**src/rtl/decode_stage.sv**
```systemverilog
// decode_stage: ID stage of the IF-ID-EX-MEM-WB pipeline.
//   Drives register-file read indices/opcode combinationally from the IF
//   instruction, registers the decoded operands into ID/EX, and tracks
//   in-flight loads to insert load-use bubbles and stall IF.
// Ports:
//   clk, reset         clock, synchronous active-high reset
//   if_valid/instr/pc  instruction presented by IF
//   flush              EX redirect, kills the instruction in ID
//   hold               EX cannot accept; freezes ID/EX and the load tracker
//   stall_if           IF must hold its instruction this cycle (combinational)
//   fstOpcode, rdIndex1, rdIndex2  register-file read request (combinational)
//   dataOut1, dataOut2 register-file read data (WB write-through included)
//   id_*               ID/EX pipeline register
// Build option:
//   LOAD_MEM_FWD_EN    EX has a MEM->EX load bypass; only the EX-stage load
//                      can cause a hazard, so a load-use costs at most 1 bubble.
module decode_stage (
  input  logic        clk,
  input  logic        reset,
  input  logic        if_valid,
  input  logic [31:0] if_instr,
  input  logic [31:0] if_pc,
  input  logic        flush,
  input  logic        hold,
  output logic        stall_if,
  output logic [3:0]  fstOpcode,
  output logic [3:0]  rdIndex1,
  output logic [3:0]  rdIndex2,
  input  logic [31:0] dataOut1,
  input  logic [31:0] dataOut2,
  output logic        id_valid,
  output logic [3:0]  id_op1,
  output logic [3:0]  id_rd,
  output logic        id_wrtEn,
  output logic [31:0] id_src1,
  output logic [31:0] id_src2,
  output logic [31:0] id_imm,
  output logic [31:0] id_pc
);

  localparam int unsigned XLEN = 32;
  localparam int unsigned OPW  = 4;
  localparam int unsigned REGW = 4;
  localparam int unsigned IMMW = 16;

  localparam logic [OPW-1:0] OP1_LW = 4'b1001;
  localparam logic [OPW-1:0] OP1_SW = 4'b0101;
  localparam logic [OPW-1:0] OP1_BR = 4'b0010;

  // Instruction fields
  logic [OPW-1:0]  op1;
  logic [REGW-1:0] rd;
  logic [REGW-1:0] rs1;
  logic [REGW-1:0] rs2;
  logic [IMMW-1:0] imm;

  assign op1 = if_instr[31:28];
  assign rd  = if_instr[27:24];
  assign rs1 = if_instr[23:20];
  assign rs2 = if_instr[19:16];
  assign imm = if_instr[15:0];

  // Register-file read request, straight from IF
  assign fstOpcode = op1;
  assign rdIndex1  = rs1;
  assign rdIndex2  = rs2;

  // Load tracker: loads currently in EX and in MEM
  logic            ldEx_v;
  logic [REGW-1:0] ldEx_rd;
`ifndef LOAD_MEM_FWD_EN
  logic            ldMem_v;
  logic [REGW-1:0] ldMem_rd;
`endif

  logic use1;
  logic use2;
  logic hitEx;
  logic hitMem;
  logic hazard;

  // Load-use hazard detection and IF stall
  always_comb begin
    use1   = if_valid;
    // a load's rs2 field is not read, so it cannot create a dependency
    use2   = if_valid & (op1 != OP1_LW);
    hitEx  = ldEx_v & ((use1 & (rs1 == ldEx_rd)) | (use2 & (rs2 == ldEx_rd)));
`ifdef LOAD_MEM_FWD_EN
    hitMem = 1'b0;
`else
    hitMem = ldMem_v & ((use1 & (rs1 == ldMem_rd)) | (use2 & (rs2 == ldMem_rd)));
`endif
    hazard   = hitEx | hitMem;
    stall_if = ~reset & (hold | (hazard & ~flush));
  end

  // Tracker shifts on every non-hold edge; flush overrides hold
  always_ff @(posedge clk) begin
    if (reset) begin
      ldEx_v   <= 1'b0;
      ldEx_rd  <= '0;
`ifndef LOAD_MEM_FWD_EN
      ldMem_v  <= 1'b0;
      ldMem_rd <= '0;
`endif
    end else if (flush || !hold) begin
`ifndef LOAD_MEM_FWD_EN
      ldMem_v  <= ldEx_v;
      ldMem_rd <= ldEx_rd;
`endif
      if (flush || hazard) begin
        ldEx_v  <= 1'b0;
        ldEx_rd <= '0;
      end else begin
        ldEx_v  <= if_valid & (op1 == OP1_LW);
        ldEx_rd <= rd;
      end
    end
  end

  // ID/EX pipeline register: flush > hold > bubble > capture
  always_ff @(posedge clk) begin
    if (reset) begin
      id_valid <= 1'b0;
      id_op1   <= '0;
      id_rd    <= '0;
      id_wrtEn <= 1'b0;
      id_src1  <= '0;
      id_src2  <= '0;
      id_imm   <= '0;
      id_pc    <= '0;
    end else if (flush) begin
      id_valid <= 1'b0;
    end else if (!hold) begin
      if (hazard) begin
        id_valid <= 1'b0;
      end else begin
        id_valid <= if_valid;
        id_op1   <= op1;
        id_rd    <= rd;
        id_wrtEn <= (op1 != OP1_SW) & (op1 != OP1_BR);
        id_src1  <= dataOut1;
        id_src2  <= dataOut2;
        id_imm   <= XLEN'({{(XLEN-IMMW){imm[IMMW-1]}}, imm});
        id_pc    <= if_pc;
      end
    end
  end

endmodule

```
**config.mk**
```make
export PLATFORM = sky130hd
export DESIGN_NAME = decode_stage
export DESIGN_NICKNAME = d
export VERILOG_FILES = /design/src/rtl/decode_stage.sv
export SDC_FILE = /design/constraint.sdc
export NUM_CORES = 1
export LEC_CHECK = 0
export CAP_MARGIN = 20
export CORE_MARGIN = 10
export CORE_UTILIZATION = 25
export DETAILED_ROUTE_END_ITERATION = 6
export GPL_ROUTABILITY_DRIVEN = 1
export GPL_TIMING_DRIVEN = 0
export PLACE_DENSITY = 0.53
export SYNTH_ARGS = -nofsm -noshare
export SYNTH_HDL_FRONTEND = slang
export SYNTH_SLANG_ARGS = --single-unit
```
**constraint.sdc**
```tcl
create_clock -name clk -period 5.1 [get_ports clk]
set_input_delay 0.51 -clock clk [delete_from_list [all_inputs] [get_ports clk]]
set_output_delay 0.51 -clock clk [all_outputs]
set_load 0.01 [all_outputs]
```
==> results.yml, run 1 <==
grt:
  grt_pass1_wl_microns: 33900
  overflow: 0
  grt_max_degree: 19
  grt_pass1_vias: 5483
  antenna_found_initial: 1
  grtUsageTotal_pct: 13.2
floorplan:
  core_area_sq_mm: 0.0251
  num_rows: 58
  die_y_microns: 180
  initial_core_util_pct: 25.4
  die_w_microns: 180
  die-area_sq_mm: 0.0323
  ios: 284
sta:
  period_share_pct: 65.2
  hold_viol: 0
  tightest_slew_ps: 814
  rsz0062_at_grt: "no"
  skew_ps: 12.3
  clock.fmax_ghz: 0.301
  slew_viol_final: 0
  finalSetupViolCount: 0
  setup-tns-final_ps: 0
  fin_crit_ps: 3320
  fin_ws_ps: 1780
  max_slew_margin_pct: 45.7
critical_path:
  crit_arrival_ps: 2810
  crit_path_start_kind: "input pin"
  required_ps: 4590
  worstPathMaxFanout: 8
  critPathCaptureType: "output pin"
  critPathKind: "in -> out"
synth:
  syn_avg_cell_area_sq_um: 10.1
  synth_area_sq_mm: 0.00638
  ys_types: 28
  synth-seq-cells: 132
  syn_inst: 633
  ys_warn_count: 0
  yosysSeqAreaShare_pct: 41.4
  syn_nets: 766
final_layout:
  fin_area_sq_mm: 0.0103
  regArea_sq_mm: 0.00264
  final_cell_mix: "281 x clkdlybuf4s50_1, 241 x nand2b_1, 132 x dfxtp_1, 125 x mux2i_1, 31 x buf_4"
  multi_input_area_sq_mm: 0.00318
  layout-drive-gt1-share_pct: 8.15
  layout.nets: 1066
  syn2layout_area_growth_pct: 60.8
  fillers: 2567
  mostFrequentLayoutCell: "clkdlybuf4s50_1"
cts:
  cts_inserted_buffers: 17
  cts_tree: "yes"
  clock-sinks: 132
  holdBufCountCts: 0
  cts_resized: 0
  path_clk_slew_ps: 60
  cts_root_buf: "clkbuf_16"
  worstSkewPairLatency_ps: 420
  post-cts-setup-buffer-count: 0
  cts_buffer_depth: 2
  htreeDepth: 4
drt:
  drc: 0
  vias: 5102
  finalWirelength_microns: 21500
  wl_met1_microns: 9060
  wire_per_inst_microns: 16.9
  vias_per_cell: 4.00
  drt_iter0_markers: 168
  met2_length_microns: 10900
  drt_pass1_iterations: 4
  ant_nets: 0
  wl_met3_microns: 1500
  top_layer: "met4"
hold_path:
  hold_class: "reg -> reg"
outcome:
  status: "finished, final reports clean"
power_and_ir_drop:
  p_leak_nw: 4.29
  powerDensity_mw_per_mm2: 289
  ir_worst_vdd_uv: 182
place:
  pre_cts_ws_ps: 1790
  port-buffer-count: 281
  placed_cell_area_sq_mm: 0.00960
  globalplace.congestion: 0.761
  dp_hpwl_microns: 16700
job:
  cap_violations: 0
Yosys cell counts:
library cell    n  area [sq um]
nor4_2          1          12.5
nand4_1         6          37.5
nand2_1         7          26.3
xnor2_1        10          87.6
buf_1           1          3.75
xor2_1          6          52.6
nor2_1          9          33.8
a21o_1          1          7.51
a21oi_1         7          35.0
nand3_4         1          17.5
buf_4          31           233
nand2b_1      241          1510
or3b_2          1          8.76
and4bb_1        1          12.5
a21oi_4         1          16.3
mux2_1          1          11.3
a32oi_1         1          8.76
clkbuf_1       29           109
dfxtp_1       132          2640
nand3_1         2          10.0
nor2_2          1          6.26
nor2b_1         2          12.5
nand3b_1        1          7.51
buf_12         10           200
mux2i_1       125          1250
nor3_1          3          15.0
or2_2           1          6.26
inv_1           1          3.75
stage by stage:
step	instances	hold WS [ps]	util [%]	total power, W
after global routing	1276	492	40.8	0.00310
after global placement	1244	460	38.2	0.00163
after detailed placement	1244	465	38.2	0.00163
after CTS	1275	476	40.8	0.00303
final	1276	473	40.8	0.00297
after floorplan	633	458	-	0.00135
layout make-up:
cell class                 count  area share [%]
multi-input combinational    429            31.1
timing repair buffer         281            27.4
sequential                   132            25.8
buffer                        71            5.32
clock buffer                  19            4.32
tap                          330            4.03
clock inverter                12            1.99
inverter                       1          0.0366
antenna                        1          0.0244
final timing paths:
| path | from | endpoint | slack (ps) | cells past startpoint |
|---|---|---|---|---|
| setup reg to reg | ldEx_rd[1]$_SDFFE_PP0P_ | id_wrtEn$_SDFFE_PP0P_ | 3230 | 6 |
| setup / recovery | if_instr[30] | stall_if | 1780 | 7 |
| hold reg to reg | id_pc[20]$_SDFFE_PP0P_ | id_pc[20]$_SDFFE_PP0P_ | 470 | 2 |
| hold / removal | id_pc[20]$_SDFFE_PP0P_ | id_pc[20]$_SDFFE_PP0P_ | 470 | 2 |
registers in the layout (all words and copies together) (netlist names):
register / count
ldMem_v: 1
ldEx_v: 1
id_op1: 4
id_wrtEn: 1
id_src1: 32
ldMem_rd: 4
id_valid: 1
ldEx_rd: 4
id_src2: 32
id_imm: 16
id_rd: 4
id_pc: 32
worst max-delay path, cell delays in order:
cell and delay, ps:
clkdlybuf4s50_1 570, and4bb_1 280, nor4_2 370, a21oi_4 160, a21o_1 180, a21oi_1 140
clkdlybuf4s50_1 600
cell families (layout without fill, tap and decap cells):
| logic type | count (synthesis) | count (layout) | share of synthesized area [%] |
|---|---|---|---|
| AOI/OAI and AO/OA | 10 | 10 | 1.06 |
| xor gates and xnor gates | 16 | 16 | 2.20 |
| buffers and inverters | 72 | 384 | 8.61 |
| DFF | 132 | 132 | 41.4 |
| muxes | 126 | 126 | 19.8 |
| other | 0 | 1 | 0 |
| and+or+nand+nor | 277 | 277 | 26.9 |
metal layers:
layer	track usage [%]	vias up
li1	-	2629
met1	15.0	2333
met2	22.8	134
met3	5.08	6
met4	2.94	0
met5	0	-
power breakdown:
| part | switching [W] | total (W) | internal, W |
|---|---|---|---|
| sequential | 0.0000285 | 0.00111 | 0.00108 |
| clock | 0.000482 | 0.00136 | 0.000881 |
| combinational | 0.000185 | 0.000491 | 0.000306 |
| total | 0.000696 | 0.00297 | 0.00227 |
No activity file was read; power rests on OpenSTA's default activity.
==> inputs of run 2 (changes only) <==
Settings changed: PLACE_DENSITY 0.53 to 0.54.
Clock period 5.1 ns to 3 ns, I/O delays scaled along.
==> run 2 against run 1 <==
  * Setup slack got worse by 1600 ps
  * Combinational power grew 71%
  * Sequential share of layout area barely moved
  * Clock skew down 1.6 ps
  * Largest cell class unchanged
==> results.yml, run 2 (same netlist as run 1, synthesis figures left out) <==
outcome:
  status: "finished, final reports clean"
critical_path:
  cp_cell_sequence: "clkdlybuf4s50_1 -> and4bb_1 -> nor4_4 -> a21oi_4 -> a21o_1 -> a21oi_1 -> clkdlybuf4s50_1"
  critPathCaptureType: "output pin"
  crit_top_cell: "clkdlybuf4s50_1"
  crit_buf_inv: 2
  crit_path_start_kind: "input pin"
  crit_family: "buffers and inverters"
  max_stage_delay_ps: 600
  cp_slowest_cell: "clkdlybuf4s50_1"
  crit_arrival_ps: 2540
  required_ps: 2700
  worstPathMaxFanout: 8
  critPathKind: "in -> out"
final_layout:
  insertedDiodeCount: 0
  top_regs: "id_pc: 32 flops, id_src1: 32 flops, id_src2: 32 flops"
  mostFrequentLayoutCell: "clkdlybuf4s50_1"
  layout-drive-gt1-share_pct: 8.25
  fillers: 2579
  layout.nets: 1066
  final_cell_mix: "281 x clkdlybuf4s50_1, 241 x nand2b_1, 132 x dfxtp_1, 125 x mux2i_1, 31 x buf_4"
  syn2layout_area_growth_pct: 60.8
  fin_area_sq_mm: 0.0103
drt:
  drt_iter0_markers: 206
  drc: 0
  wire_per_inst_microns: 17.0
  finalWirelength_microns: 21600
  ant_nets: 0
  drt_pass1_iterations: 4
  vias_per_cell: 4.01
  vias: 5117
sta:
  hold_viol: 0
  rsz0062_at_grt: "no"
  period_share_pct: 94.7
  finalSetupViolCount: 0
  whs_ps: 328
  fin_crit_ps: 2840
  clock.fmax_ghz: 0.352
  slew_viol_final: 0
  setup-tns-final_ps: 0
  tightest_slew_ps: 824
  max_slew_margin_pct: 45.1
  skew_ps: 10.8
floorplan:
  initial_core_util_pct: 25.4
  die_y_microns: 180
  ios: 284
  core_area_sq_mm: 0.0251
  num_rows: 58
  die_w_microns: 180
  die-area_sq_mm: 0.0323
place:
  port-buffer-count: 281
  placed_cell_area_sq_mm: 0.00960
  dp_hpwl_microns: 16600
  globalplace.congestion: 0.791
grt:
  grt_pass1_vias: 5533
  overflow: 0
  grtUsageTotal_pct: 13.1
  grt_pass1_wl_microns: 33900
  antenna_found_initial: 0
  grt_max_degree: 19
cts:
  clock-sinks: 132
  cts_tree: "yes"
  cts_inserted_buffers: 17
  htreeDepth: 4
  cts_root_buf: "clkbuf_16"
  path_clk_slew_ps: 60
  worstSkewPairLatency_ps: 410
  cts_buffer_depth: 2
power_and_ir_drop:
  ir_worst_vdd_uv: 277
  p_total_w: 0.00503
  powerDensity_mw_per_mm2: 490
  p_leak_nw: 4.30
hold_path:
  hold_class: "in -> reg"
job:
  cap_violations: 0
run 2: per-stage QoR:
stage | setup WS [ps] | utilization (%) | instances
finish | 158 | 40.8 | 1276
global route | 42.9 | 40.8 | 1276
detailed placement | 73.2 | 38.2 | 1244
CTS | 72.1 | 40.8 | 1276
global placement | 64.5 | 38.2 | 1244
floorplan | 1290 | - | 633
run 2: timing repair:
action	CTS	global route
hold buffers	0	0
gates resized for setup	0	1
endpoints found under the setup margin	0	1
buffers inserted	0	0
run 2: final timing paths:
kind / start / end / slack (ps) / depth (start not counted)
worst max-delay path: if_instr[30] / stall_if / 160 / 7
worst min-delay path: hold / ldEx_rd[1]$_SDFFE_PP0P_ / 330 / 3
worst max register to register: ldEx_rd[1]$_SDFFE_PP0P_ / id_wrtEn$_SDFFE_PP0P_ / 1170 / 6
worst min register to register: id_src1[11]$_SDFFE_PP0P_ / id_src1[11]$_SDFFE_PP0P_ / 470 / 2
run 2: area by class of cell:
type	count	area, sq um	share of cell area (%)
clock inverters	11	173	1.68
well taps	330	413	4.03
plain buffers	71	546	5.32
clock buffers	21	470	4.59
flip-flops and latches	132	2640	25.8
repair buffers	281	2810	27.4
inverters	1	3.75	0.0366
multi-input cells	429	3190	31.1
run 2: worst reg2reg max path: cells and delay by family (launching register included):
family | cells | cell delay [ps]
buffers and inverters | 1 | 200
and+or+nand+nor | 2 | 230
DFF | 1 | 410
muxes | 1 | 320
AOI/OAI and AO/OA | 1 | 300
xor gates and xnor gates | 1 | 260
run 2: layer usage:
| layer | routed length (microns) | vias up | part of all wire (%) | global-route usage (%) |
|---|---|---|---|---|
| li1 | - | 2626 | - | - |
| met3 | 1470 | 15 | 6.8 | 4.88 |
| met5 | 0 | - | 0 | 0 |
| met4 | 301 | 0 | 1.4 | 3.77 |
| met2 | 10400 | 148 | 48 | 22.0 |
| met1 | 9440 | 2328 | 44 | 15.3 |
run 2: where the power goes:
part / leakage, nW / total (W) / switching (W) / internal (W)
Combinational: 2.91 / 0.000838 / 0.000318 / 0.000520
Clock: 0.314 / 0.00230 / 0.000835 / 0.00147
Sequential: 1.08 / 0.00189 / 0.0000484 / 0.00184
